$ cat src/rtl/cmask_batch_sequencer_if.sv
// Command-in / batch-mask-out bundle between command decode and the batch sequencer.
// No storage; wires only.
// cmd_ready is the only backpressure: a command transfers when cmd_valid and cmd_ready are both high.
interface cmask_batch_sequencer_if #(
    parameter int src_size = 10,
    parameter int HOLD_W   = 8
);
    logic                cmd_valid;
    logic                cmd_ready;
    logic [src_size-1:0] cmd_start;
    logic [src_size-1:0] cmd_end;
    logic [HOLD_W-1:0]   cmd_hold;
    logic                abort;
    logic [src_size-1:0] C_start;
    logic [src_size-1:0] C_end;
    logic                mask_valid;
    logic                busy;
    logic                done;
    logic                err;

    // command source side (decode logic / testbench)
    modport master (
        output cmd_valid, cmd_start, cmd_end, cmd_hold, abort,
        input  cmd_ready, C_start, C_end, mask_valid, busy, done, err
    );

    // sequencer side
    modport slave (
        input  cmd_valid, cmd_start, cmd_end, cmd_hold, abort,
        output cmd_ready, C_start, C_end, mask_valid, busy, done, err
    );
endinterface

$ cat src/rtl/cmask_batch_sequencer.sv
// Walks a crossbar range [start,end] in batches of at most MAX_ACTIVE crossbars, each held hold cycles.
// First batch two cycles after command acceptance; batches back-to-back; done one cycle after the last.
// Accepts a new command only in IDLE (cmd_ready); a command presented while busy waits until IDLE.
module cmask_batch_sequencer #(
    parameter int num_crossbar = 1024,
    parameter int src_size     = 10,
    parameter int MAX_ACTIVE   = 64,
    parameter int HOLD_W       = 8
) (
    input  logic                   clock,
    input  logic                   reset,
    cmask_batch_sequencer_if.slave bus
);
    // Batch size clamped to a legal 1..num_crossbar range
    localparam int MAX_EFF = (MAX_ACTIVE < 1) ? 1 :
                             ((MAX_ACTIVE > num_crossbar) ? num_crossbar : MAX_ACTIVE);
    localparam int W1 = src_size + 1;
    localparam logic [src_size:0] STEP = W1'(MAX_EFF - 1);

    localparam logic [1:0] S_IDLE  = 2'd0;
    localparam logic [1:0] S_LOAD  = 2'd1;
    localparam logic [1:0] S_ISSUE = 2'd2;
    localparam logic [1:0] S_DONE  = 2'd3;

    logic [1:0]          state_q;
    logic [src_size-1:0] start_q;
    logic [src_size-1:0] end_q;
    logic [src_size-1:0] cs_q;
    logic [src_size-1:0] ce_q;
    logic [HOLD_W-1:0]   rld_q;
    logic [HOLD_W-1:0]   cnt_q;

    logic [src_size-1:0] load_ce;
    logic [src_size-1:0] next_cs;
    logic [src_size-1:0] next_ce;
    logic                range_bad;

    // Batch end computed one bit wider so cur+MAX_ACTIVE-1 cannot wrap past the top crossbar
    function automatic logic [src_size-1:0] batch_end(input logic [src_size-1:0] cur,
                                                      input logic [src_size-1:0] last);
        logic [src_size:0] sum;
        sum = {1'b0, cur} + STEP;
        if (sum > {1'b0, last})
            return last;
        else
            return sum[src_size-1:0];
    endfunction

    // next_cs only used when ce_q < end_q, so the increment never wraps
    assign next_cs   = ce_q + src_size'(1);
    assign next_ce   = batch_end(next_cs, end_q);
    assign load_ce   = batch_end(start_q, end_q);
    assign range_bad = (start_q > end_q);

    // Control FSM, batch window registers and hold counter
    always_ff @(posedge clock) begin
        if (reset) begin
            state_q <= S_IDLE;
            start_q <= '0;
            end_q   <= '0;
            cs_q    <= '0;
            ce_q    <= '0;
            rld_q   <= '0;
            cnt_q   <= '0;
        end else begin
            case (state_q)
                S_IDLE: begin
                    if (bus.cmd_valid) begin
                        start_q <= bus.cmd_start;
                        end_q   <= bus.cmd_end;
                        // store hold_eff-1; a zero hold behaves as one cycle
                        rld_q   <= (bus.cmd_hold == '0) ? '0 : bus.cmd_hold - HOLD_W'(1);
                        state_q <= S_LOAD;
                    end
                end
                S_LOAD: begin
                    if (bus.abort || range_bad) begin
                        state_q <= S_IDLE;
                    end else begin
                        cs_q    <= start_q;
                        ce_q    <= load_ce;
                        cnt_q   <= rld_q;
                        state_q <= S_ISSUE;
                    end
                end
                S_ISSUE: begin
                    if (bus.abort) begin
                        state_q <= S_IDLE;
                    end else if (cnt_q == '0) begin
                        if (ce_q == end_q) begin
                            state_q <= S_DONE;
                        end else begin
                            cs_q  <= next_cs;
                            ce_q  <= next_ce;
                            cnt_q <= rld_q;
                        end
                    end else begin
                        cnt_q <= cnt_q - HOLD_W'(1);
                    end
                end
                S_DONE: begin
                    state_q <= S_IDLE;
                end
                default: begin
                    state_q <= S_IDLE;
                end
            endcase
        end
    end

    assign bus.cmd_ready  = (state_q == S_IDLE) && !reset;
    assign bus.busy       = (state_q != S_IDLE);
    assign bus.mask_valid = (state_q == S_ISSUE);
    assign bus.C_start    = cs_q;
    assign bus.C_end      = ce_q;
    // abort suppresses completion/error pulses in the cycle it arrives
    assign bus.done       = (state_q == S_DONE) && !bus.abort;
    assign bus.err        = (state_q == S_LOAD) && range_bad && !bus.abort;
endmodule
$ cat src/flat_wrapper.sv
// flat-port wrapper written by rule: the top's interface ports become plain ports
module cmask_batch_sequencer_flat 
#(
    parameter int num_crossbar = 1024,
    parameter int src_size     = 10,
    parameter int MAX_ACTIVE   = 64,
    parameter int HOLD_W       = 8
)
  (clock, reset, bus_cmd_valid, bus_cmd_start, bus_cmd_end, bus_cmd_hold, bus_abort, bus_cmd_ready, bus_C_start, bus_C_end, bus_mask_valid, bus_busy, bus_done, bus_err);
  cmask_batch_sequencer_if #(.src_size(src_size), .HOLD_W(HOLD_W)) bus_i ();
  input  logic clock;
  input  logic reset;
  input wire logic [$bits(bus_i.cmd_valid)-1:0] bus_cmd_valid;
  input wire logic [$bits(bus_i.cmd_start)-1:0] bus_cmd_start;
  input wire logic [$bits(bus_i.cmd_end)-1:0] bus_cmd_end;
  input wire logic [$bits(bus_i.cmd_hold)-1:0] bus_cmd_hold;
  input wire logic [$bits(bus_i.abort)-1:0] bus_abort;
  output wire logic [$bits(bus_i.cmd_ready)-1:0] bus_cmd_ready;
  output wire logic [$bits(bus_i.C_start)-1:0] bus_C_start;
  output wire logic [$bits(bus_i.C_end)-1:0] bus_C_end;
  output wire logic [$bits(bus_i.mask_valid)-1:0] bus_mask_valid;
  output wire logic [$bits(bus_i.busy)-1:0] bus_busy;
  output wire logic [$bits(bus_i.done)-1:0] bus_done;
  output wire logic [$bits(bus_i.err)-1:0] bus_err;
  assign bus_i.cmd_valid = bus_cmd_valid;
  assign bus_i.cmd_start = bus_cmd_start;
  assign bus_i.cmd_end = bus_cmd_end;
  assign bus_i.cmd_hold = bus_cmd_hold;
  assign bus_i.abort = bus_abort;
  assign bus_cmd_ready = bus_i.cmd_ready;
  assign bus_C_start = bus_i.C_start;
  assign bus_C_end = bus_i.C_end;
  assign bus_mask_valid = bus_i.mask_valid;
  assign bus_busy = bus_i.busy;
  assign bus_done = bus_i.done;
  assign bus_err = bus_i.err;
  cmask_batch_sequencer #(.num_crossbar(num_crossbar), .src_size(src_size), .MAX_ACTIVE(MAX_ACTIVE), .HOLD_W(HOLD_W)) u_core (.clock(clock), .reset(reset), .bus(bus_i));
endmodule
$ cat config.mk
export PLATFORM = sky130hd
export DESIGN_NAME = cmask_batch_sequencer_flat
export DESIGN_NICKNAME = d
export VERILOG_FILES = /design/src/rtl/cmask_batch_sequencer_if.sv /design/src/rtl/cmask_batch_sequencer.sv /design/src/flat_wrapper.sv
export SDC_FILE = /design/constraint.sdc
export NUM_CORES = 1
export LEC_CHECK = 0
export CAP_MARGIN = 0
export CORE_ASPECT_RATIO = 1.4
export CORE_MARGIN = 1
export CORE_UTILIZATION = 30
export CTS_CLUSTER_SIZE = 14
export DETAILED_ROUTE_END_ITERATION = 12
export PLACE_DENSITY = 0.5
export SLEW_MARGIN = 20
export SYNTH_ARGS = -nofsm -noshare
export SYNTH_HDL_FRONTEND = slang
export SYNTH_SLANG_ARGS = --single-unit
$ cat constraint.sdc
create_clock -name clock -period 4.58 [get_ports clock]
set_clock_uncertainty 0.2 [all_clocks]
set_input_delay 1.374 -clock clock [delete_from_list [all_inputs] [get_ports clock]]
set_output_delay 1.374 -clock clock [all_outputs]
set_load 0.03 [all_outputs]
# After elaboration in Yosys (flattened, before gate mapping)
# Cells that the tools add are included.
[word_totals]
out_inout_bits = 25
in_bits = 32
ff_bits = 58
[op_classes]
n_reduce_logical = 16
muxes = 24
add_sub_neg = 5
n_eq_ne = 12
order_cmp = 3
[op_table]
columns = ["operator", "count"]
rows = [
  ["$mux 10", 10],
  ["$mux 8", 5],
  ["$pmux 10 s2", 2],
  ["$add 10x6->11 const B", 2],
  ["$gt 11x10->1", 2],
  ["$logic_not 8->1", 2],
  ["$pmux 8 s2", 1],
  ["$sub 8x1->8 const B", 2],
  ["$add 10x1->10 const B", 1],
  ["$eq 10x10->1", 1],
  ["$gt 10x10->1", 1],
  ["$mux 2", 5],
  ["$ne 2x2->1 const B", 4],
  ["$pmux 2 s4", 1],
  ["$ne 3x2->1 const B", 2],
  ["$reduce_and 5->1", 1],
  ["$eq 2x2->1 const B", 2],
  ["$logic_and 1x1->1", 4],
  ["$reduce_and 4->1", 1],
  ["$reduce_bool 2->1", 2],
  ["$ne 3x3->1 const B", 1],
  ["$reduce_and 3->1", 1],
  ["$eq 2x1->1 const B", 1],
  ["$logic_not 1->1", 2],
  ["other kinds (4)", 4],
]

# Depth between registers and ports, before layout
[logic_depth]
depth_word = 8
depth_mapped = 15
depth_no_buf = 14

# Worst setup path after synthesis
# No wires, ideal clock.
[synth_timing]
kind = "input-to-output"
start = "in reset"
end = "out bus_cmd_ready"
path_stages = 4
t_arrival_ns = 2.301
path_slack_ns = 0.705
cell_sequence = "clkbuf_1 clkbuf_1 clkbuf_1 nor2_1"
[synth_between]
elab_chain_cells = 2
[synth_lines]
columns = ["item", "line_no", "text"]
rows = [
  ["from (decl)", "flat_wrapper.sv:12", "input logic reset;"],
  ["$logic_not 1->1", "cmask_batch_sequencer.sv:111", "assign bus.cmd_ready = (state_q == S_IDLE) && !reset;"],
  ["$logic_and 1x1->1", "cmask_batch_sequencer.sv:111", ""],
  ["to (decl)", "flat_wrapper.sv:18", "output wire logic [$bits(bus_i.cmd_ready)-1:0] bus_cmd_ready;"],
]
# No other way between the ends.

# Final worst setup path
[layout_timing]
start = "in bus_abort"
end = "out bus_done"
[layout_between]
elab_chain_cells = 2
[layout_lines]
columns = ["item", "line_no", "text"]
rows = [
  ["from (decl)", "flat_wrapper.sv:17", "input wire logic [$bits(bus_i.abort)-1:0] bus_abort;"],
  ["$logic_not 1->1", "cmask_batch_sequencer.sv:117", "assign bus.done = (state_q == S_DONE) && !bus.abort;"],
  ["$logic_and 1x1->1", "cmask_batch_sequencer.sv:117", ""],
  ["to (decl)", "flat_wrapper.sv:23", "output wire logic [$bits(bus_i.done)-1:0] bus_done;"],
]
# No other way between the ends.

==> summary by stage <==
Run status
The flow ran to the end, and the final reports show no timing, DRC or antenna violations.

CTS
The number of clock sinks is 58. The number of hold buffers added after CTS was 0. The clock latency on the worst-skew pair is 0.33 ns. After clock tree synthesis, the repair step resized 0 gates. The maximum level of the CTS H-tree is 3. The CTS tree is yes. The number of buffers created by CTS is 9. The total setup buffers inserted after CTS is 0.

The buffer cell driving the clock tree root is clkbuf_16. The register clock-pin slew on the reported worst setup and hold paths is 0.05 ns. Counting along the longest clock path gives a buffer depth of 2.

Place
The number of placed instances, taps included, is 737. OpenSTA, run right after detailed placement, puts the worst setup slack at 0.229 ns. The count of buffers inserted at the top-level ports is 56. The congestion estimate from routability-driven global placement came to 0.841. The wire-length estimate of the detail-placed layout is 9.85 mm.

Route
Dividing the detail-routed wire length by the instance count gives 16.9 µm. The detailed router's first-iteration violation count is 242. The routed layout has 3927 vias.

The post-route antenna net violation count is 0. Using the TritonRoute via totals, the vias-per-cell ratio works out to 5.22. The iteration count of the initial detailed-routing pass is 5.

The residual DRC count is 0. After detailed routing, the total wire length is 12.8 mm.

Layout
The number of antenna cells inserted is 0. In the final layout, the share of cells above drive strength 1 is 0.0730. The non-filler instance count after layout is 753. The area growth from synthesis to layout is 26.2%.

In the final design database the tool counted 636 nets.

Hold path
The hold path startpoint is u_core.bus.C_start[4]. The path category of the worst min-delay check is flip-flop to flip-flop.

Timing
The final-layout setup total negative slack is 0 ns. The worst slew slack as a fraction of its limit is 0.287. The fmax is 229 MHz. The worst hold slack is 0.256 ns. Once routing completed, OpenROAD measured the worst setup slack at 0.205 ns. The slew of the pin with the lowest slew margin is 1.07 ns. Setup repair after global routing left no endpoint under its margin.

The worst path needs 4.37 ns of the cycle, external delays included. In the finished design, the share of the clock period the worst path needs comes to 0.955. The number of hold violations in the final report was 0.

The final count of negative-setup-slack endpoints is 0. The number of slew-limit violations in the final report is 0.

GRT
The pin count of the biggest net entering global routing is 60. The total overflow reported by the global router is 0. For this run, global-route usage on met2 was measured as 0.342.

The number of global-route vias before repair came to 3966. The wire length of the first global-routing pass is 20.5 mm. The met3 usage is 0.0316.

The global routing usage summed across all routing layers is 0.191. The initial antenna violation count was 0. The global routing stage identified its most utilized layer as met2. The met1 routing resource usage after global routing is 0.218.

Yosys
The number of nets in the synthesized netlist is 584. The share of async-settable or async-resettable flops after synthesis is 0. The post-synthesis instance area is 4040 µm².

The portion of synthesized cell area occupied by the leading cell type is 0.287. For this run, the register share of the synthesized area comes to 0.287. Synthesis inferred 58 register bits. In the synthesized netlist, the cells that appear most often are 84 x nand2_1, 58 x dfxtp_1, 49 x a21oi_1. By instance count, the leading cell after synthesis is nand2_1. The Yosys step of the flow raised 0 warnings. By area the synthesized netlist is led by dfxtp_1 29%, ha_1 11%, nand2_1 7.8%, a21oi_1 6.1%, xnor2_1 5.0%. In the synthesized netlist the dominant register cell turns out to be dfxtp_1. The count of distinct cell types in the synthesized netlist is 59. The number of enable-type register cells in the synthesized netlist is 0.

A synthesized cell averages 7.80 µm². The count of mapped cells out of synthesis is 518. The largest area contributor in the netlist is dfxtp_1.

Power
The overall power after layout is 1820 µW. The leakage dissipation is 0.00192 µW. The worst supply voltage drop on vdd is 0.175 mV. Power spread over the standard cell area amounts to 357 nW/µm².

Setup path
The peak per-stage delay on the critical path is 0.66 ns. In this design, the critical path's most frequently occurring cell is clkdlybuf4s50_1. The worst register-to-register path begins at u_core.bus.C_end[0].

At the worst endpoint, the required time is 3.01 ns. The maximum fanout encountered on the critical timing path is 5. For the worst setup path, the data arrival time is 2.80 ns.

The highest-delay cell along the critical path is clkdlybuf4s50_1. The critical path ends at bus_done. The slack of the worst reg-to-reg path is 0.48 ns. The worst-case reg-to-reg path depth is 13. The signal on the critical path passes through clkdlybuf4s50_1 > inv_1 > and3_1 > clkdlybuf4s50_1. The destination of the worst register-to-register timing path is u_core.bus.C_end[7].

The critical setup path kind is input pin to output pin. The total number of cells along the worst setup path is 4. The kind of cell with the highest combined delay along the critical path is buffers and inverters. STA classifies the critical path endpoint as an output pin. The count of buffering cells on the critical path with inverters included is 3. The critical path startpoint category is an input pin. Tracing the worst setup path back leads to its startpoint at bus_abort.

Die
The core box area is 13000 µm². The boundary pin count is 57. The initial utilization of the core area, before any placement, comes to 0.311. In this run the core area contains 49 standard-cell rows. The die area is 13900 µm². The floorplan die height is 139 µm. The width of the die is 100 µm.

Job
The max-cap check violation count is 0.
layout make-up:
type / instances / area, µm²
Clock buffer: 11 / 243
Clock inverter: 5 / 77.6
Fill cell: 1373 / 7900
Inverter: 27 / 101
Multi-Input combinational cell: 407 / 2660
Sequential cell: 58 / 1160
Tap cell: 178 / 223
Timing Repair Buffer: 67 / 636
kinds of logic (layout without fill, tap and decap cells):
group	count (synthesis)	in the layout	synth area share
AOI/OAI and AO/OA	127	127	0.205
xor gates and xnor gates	40	40	0.0904
adders and majority gates	34	34	0.105
buffers and inverters	53	110	0.0551
DFF	58	58	0.287
muxes	5	5	0.0127
and+or+nand+nor	201	201	0.244
power by group:
group | internal (µW) | total [µW] | switching, µW
clock network | 489 | 732 | 244
registers | 536 | 587 | 50.8
logic | 211 | 501 | 291
total | 1240 | 1820 | 585
cells in the final DEF, fill, tap and decap left out, types with 11 or more instances in the layout:
cell / Yosys / layout
xnor2_1: 23 / 23
inv_1: 27 / 27
nand3_1: 11 / 11
ha_1: 34 / 34
nor2_1: 40 / 40
clkdlybuf4s50_1: 0 / 54
xor2_1: 15 / 15
o21ai_0: 17 / 17
nand2_1: 84 / 84
buf_4: 2 / 12
dfxtp_1: 58 / 58
a21oi_1: 49 / 49
layer usage:
layer	wire, µm	part of all wire
met5	0	0
met1	5270	0.41
met4	417	0.033
met2	6570	0.52
met3	499	0.039
how the worst min path moves through the flow:
stage / cells past startpoint / slack [ns] / endpoint
after floorplan: 2 / 0.26 / u_core.cnt_q[7]
after global placement: 2 / 0.25 / u_core.bus.C_start[4]
after detailed placement: 2 / 0.25 / u_core.bus.C_start[4]
after CTS: 2 / 0.26 / u_core.bus.C_start[4]
after global routing: 2 / 0.27 / u_core.bus.C_start[4]
final: 2 / 0.26 / u_core.bus.C_start[4]
flip-flops by register name (all words and copies together), names as in the netlist:
register / flops
u_core.bus.C_end: 10
u_core.bus.C_start: 10
u_core.end_q: 10
u_core.start_q: 10
u_core.cnt_q: 8
u_core.rld_q: 8
u_core.state_q: 2
worst reg2reg max path, cell delays in order, from the launching register on:
cell,delay (ns)
dfxtp_1,0.57
ha_1,0.38
nand2_1,0.17
xnor2_1,0.31
o21ai_0,0.17
xnor2_1,0.35
ha_1,0.20
nand3_1,0.13
or4_1,0.53
o221ai_1,0.15
nand2_1,0.12
a21o_2,0.31
and3_1,0.21
o41ai_2,0.20
stage by stage:
stage	utilization	area [µm²]
after global routing	0.392	5100
final	0.392	5100
after detailed placement	0.368	4780
after floorplan	-	4040
after global placement	0.368	4780
after CTS	0.392	5100
(Power assumes the default switching activity.)
